--- src/rtl/avg_channel_scheduler.sv ---
// Round-robin scheduler sharing one N-window running-average engine among NUM_CH sample streams.
// One sample per IDLE->CALC->HOLD pass; result valid one cycle after CALC and held until out_ready_i.
module avg_channel_scheduler #(
  parameter int NUM_CH    = 4,
  parameter int N         = 4,
  parameter int DATAWIDTH = 32
) (
  input  logic                          clk,
  input  logic                          reset,
  input  logic [NUM_CH-1:0]             req_valid_i,
  input  logic [NUM_CH*DATAWIDTH-1:0]   req_data_i,
  output logic [NUM_CH-1:0]             req_ready_o,
  output logic                          out_valid_o,
  input  logic                          out_ready_i,
  output logic [$clog2(NUM_CH)-1:0]     out_ch_o,
  output logic [DATAWIDTH-1:0]          out_avg_o
);

  localparam int CW = $clog2(NUM_CH);
  localparam int M  = $clog2(N);

  typedef enum logic [1:0] {IDLE = 2'd0, CALC = 2'd1, HOLD = 2'd2} state_t;

  state_t               r_state;
  state_t               w_next;
  logic [CW-1:0]        r_rr_ptr;
  logic [CW-1:0]        r_ch_q;
  logic [CW-1:0]        w_gnt;
  logic                 w_any;
  logic [DATAWIDTH-1:0] r_data_q;
  logic [DATAWIDTH-1:0] w_sum_new;
  logic [DATAWIDTH-1:0] r_hist [NUM_CH][N];
  logic [DATAWIDTH-1:0] r_sum  [NUM_CH];

  // Scan offsets from the far end down so the channel closest to r_rr_ptr wins.
  always_comb begin
    w_any = 1'b0;
    w_gnt = '0;
    for (int k = NUM_CH - 1; k >= 0; k--) begin
      if (req_valid_i[(int'(r_rr_ptr) + k) % NUM_CH]) begin
        w_any = 1'b1;
        w_gnt = CW'((int'(r_rr_ptr) + k) % NUM_CH);
      end
    end
  end

  assign w_sum_new = r_sum[r_ch_q] - r_hist[r_ch_q][N-1] + r_data_q;

  always_ff @(posedge clk or posedge reset) begin
    if (reset) r_state <= IDLE;
    else       r_state <= w_next;
  end

  always_comb begin
    w_next = r_state;
    case (r_state)
      IDLE:    if (w_any) w_next = CALC;
      CALC:    w_next = HOLD;
      HOLD:    if (out_ready_i) w_next = IDLE;
      default: w_next = IDLE;
    endcase
  end

  always_comb begin
    req_ready_o = '0;
    if (r_state == IDLE && w_any && !reset) req_ready_o[w_gnt] = 1'b1;
  end

  always_ff @(posedge clk or posedge reset) begin
    if (reset) begin
      r_rr_ptr    <= '0;
      r_ch_q      <= '0;
      r_data_q    <= '0;
      out_valid_o <= 1'b0;
      out_ch_o    <= '0;
      out_avg_o   <= '0;
      for (int c = 0; c < NUM_CH; c++) begin
        r_sum[c] <= '0;
        for (int i = 0; i < N; i++) r_hist[c][i] <= '0;
      end
    end else begin
      case (r_state)
        IDLE: begin
          if (w_any) begin
            r_ch_q   <= w_gnt;
            r_data_q <= req_data_i[int'(w_gnt)*DATAWIDTH +: DATAWIDTH];
          end
        end
        CALC: begin
          for (int i = N - 1; i > 0; i--) r_hist[r_ch_q][i] <= r_hist[r_ch_q][i-1];
          r_hist[r_ch_q][0] <= r_data_q;
          r_sum[r_ch_q]     <= w_sum_new;
          out_avg_o         <= w_sum_new >> M;
          out_ch_o          <= r_ch_q;
          out_valid_o       <= 1'b1;
        end
        HOLD: begin
          if (out_ready_i) begin
            out_valid_o <= 1'b0;
            r_rr_ptr    <= (int'(r_ch_q) == NUM_CH - 1) ? '0 : r_ch_q + 1'b1;
          end
        end
        default: ;
      endcase
    end
  end

endmodule

--- config.mk ---
export PLATFORM = sky130hd
export DESIGN_NAME = avg_channel_scheduler
export DESIGN_NICKNAME = d
export VERILOG_FILES = /design/src/rtl/avg_channel_scheduler.sv
export SDC_FILE = /design/constraint.sdc
export NUM_CORES = 2
export LEC_CHECK = 0
export ABC_AREA = 1
export BUFFER_PORTS_ARGS = -buffer_cell sky130_fd_sc_hd__buf_4
export CORE_UTILIZATION = 25
export DETAILED_ROUTE_END_ITERATION = 6
export SLEW_MARGIN = 20
export SYNTH_ARGS = -nofsm -noshare
export SYNTH_HDL_FRONTEND = slang
export SYNTH_SLANG_ARGS = --single-unit
export TNS_END_PERCENT = 50
--- constraint.sdc ---
create_clock -name clk -period 44.1 [get_ports clk]
set_clock_uncertainty 0.1 [all_clocks]
set_input_delay 4.41 -clock clk [delete_from_list [all_inputs] [get_ports clk]]
set_output_delay 4.41 -clock clk [all_outputs]
set_load 0.01 [all_outputs]
==> impl_metrics.ini <==
[placed_design]
gp_congestion = 0.930
dpl_cell_area_um2 = 36800
hpwl_mm = 59.2
place_inst = 5886
io_buffers = 171

[routing]
vias_per_cell = 4.71
drc = 0
antenna_left = 0
avgRoutedWirePerCell_um = 15.7
drt-total-wl_mm = 94.7
drt-initial-drc-count = 2432
vias = 28400
first_pass_iters = 6

[layout]
fin_area_um2 = 39400
synthToLayoutAreaGrowth_pct = 15.3
fillers = 14600
nets = 4385
drive_above_1_share_pct = 8.18
fin_cells = 6022

[clocking]
cts_buffers = 76
htree_levels = 3
clock_latency_ns = 0.64
cts-root-buf = clkbuf_16
cts_sinks = 711
postCtsSetupBuffers = 0
hold_buffers = 0
clockBufferDepth = 3
clkTransAtPathRegs_ns = 0.06
cts_repair_resize_count = 0
cts_tree = yes

[setup_path]
crit_arrival_ns = 6.62
critical_path_class = in -> out
critPathLaunchType = input pin
critical_path_required_ns = 39.59
endpoint_kind = output port
worstPathMaxFanout = 36

[floorplanning]
dieArea_um2 = 138000
core-area_um2 = 135000
initial_core_util_pct = 25.2
row_count = 135
ios = 174
die_x_um = 372
die_y_um = 372

[timing]
post-route-period-util_pct = 25.2
setup_tns_ns = 0
final-setup-viol-count = 0
min_period_ns = 11.13
rsz0062_at_grt = no
tightest_slew_ns = 1.05
fmax_mhz = 89.9
hold_viol_final = 0
drv_slew = 0
holdWs_ns = 0.376
slew_headroom_pct = 30.0

[grt]
antenna_found_initial = 0
grt_pass1_wl_mm = 153
grt_overflow = 0
grt_max_degree = 175
grt_pass1_vias = 27600
grtUsageTotal_pct = 13.7

[outcome]
status = completed

[synthesis]
synthFlopType = dfrtp_1
yosysTopAreaCellShare_pct = 52.1
ys_types = 37
synth_warnings = 0
synthTopCellsByArea = dfrtp_1, nand2_1, o21ai_0
syn_area_um2 = 34200
synth_edf_count = 0
synth_area_per_cell_um2 = 8.17
ys_seq_area_share_pct = 52.1
synthArstFlopShare_pct = 100
synth_seq_cells = 711
synthCells = 4184
yosysTopAreaCell = dfrtp_1

[min_path]
hp-class = reg -> reg

[run]
cap_violations = 0
## per-stage QoR
stage	worst slack [ns]	util [%]
6_report	32.97	29.1
5_1_grt	32.68	29.1
4_1_cts	32.98	29.1
3_5_place_dp	32.99	27.2
3_3_place_gp	32.97	27.2
2_1_floorplan	18.17	-
## area by class of cell
type / instances / area, um2 / area share, %
sequential: 711 / 17800 / 45.2
antenna: 1 / 2.50 / 0.00635
inverter: 173 / 679 / 1.72
clock inverter: 23 / 314 / 0.797
tap: 1781 / 2230 / 5.66
multi-input combinational: 3016 / 14500 / 36.8
timing repair buffer: 205 / 1580 / 4.00
clock buffer: 112 / 2290 / 5.82
## Yosys cell counts, types with 36 or more instances
cell / n
a21oi_1: 165
a32o_1: 120
buf_2: 85
clkbuf_1: 164
dfrtp_1: 711
ha_1: 36
inv_1: 165
nand2_1: 1578
nand3_1: 164
nor2_1: 129
o21ai_0: 699
## metal layers
metal	vias to the layer above	GRT usage [%]	wire (um)
li1	13800	-	-
met1	13800	17.9	42600
met2	689	22.9	44300
met3	144	1.89	4430
met4	0	5.46	3380
met5	-	0	0
## cell usage in the layout (no fill, tap or decap), drive strengths merged, types with 36 or more instances in the layout
| cell type | n |
|---|---|
| nand2 | 1584 |
| dfrtp | 711 |
| o21ai | 702 |
| buf | 205 |
| inv | 173 |
| nand3 | 166 |
| a21oi | 165 |
| nor2 | 130 |
| a32o | 120 |
| clkbuf | 112 |
| ha | 36 |
## cell families after synthesis
logic type | after synthesis | synth area share, %
simple gates | 1899 | 21.7
compound gates | 1029 | 17.0
flops | 711 | 52.1
buf+inv | 458 | 5.62
fa+ha+maj | 67 | 3.13
xor+xnor | 19 | 0.487
other cells | 1 | 0.0110
## path summary, 6_finish.rpt
| path | end | cells past startpoint | slack [ns] | from |
|---|---|---|---|---|
| max | req_ready_o[1] | 12 | 32.97 | req_valid_i[3] |
| min | r_sum[56] | 2 | 0.38 | r_sum[56] |
| max reg2reg | out_avg_o[16] | 19 | 38.30 | r_ch_q[0] |
| min reg2reg | r_sum[56] | 2 | 0.38 | r_sum[56] |
| max in group asynchronous | r_hist[92] | 5 | 36.97 | reset |
| min in group asynchronous | r_hist[193] | 2 | 3.75 | reset |
## registers in the layout (all words and copies together), names as in the netlist
register     count
r_data_q        32
r_hist         512
r_ch_q           2
r_sum          128
out_ch_o         2
out_avg_o       30
out_valid_o      1
r_state          2
r_rr_ptr         2
## critical path, cell delays in order
cell and delay, ns:
buf_4 0.11, inv_1 0.07, nand2_1 0.07, and2_1 0.17
nand2_1 0.05, nand2_1 0.06, inv_2 0.08, nand2_1 0.07
nand2_2 0.54, inv_2 0.47, nor3_1 0.32, buf_4 0.16
Power is not shown: default switching activity piles up to over one toggle a cycle in this logic, so the estimate is an artifact.
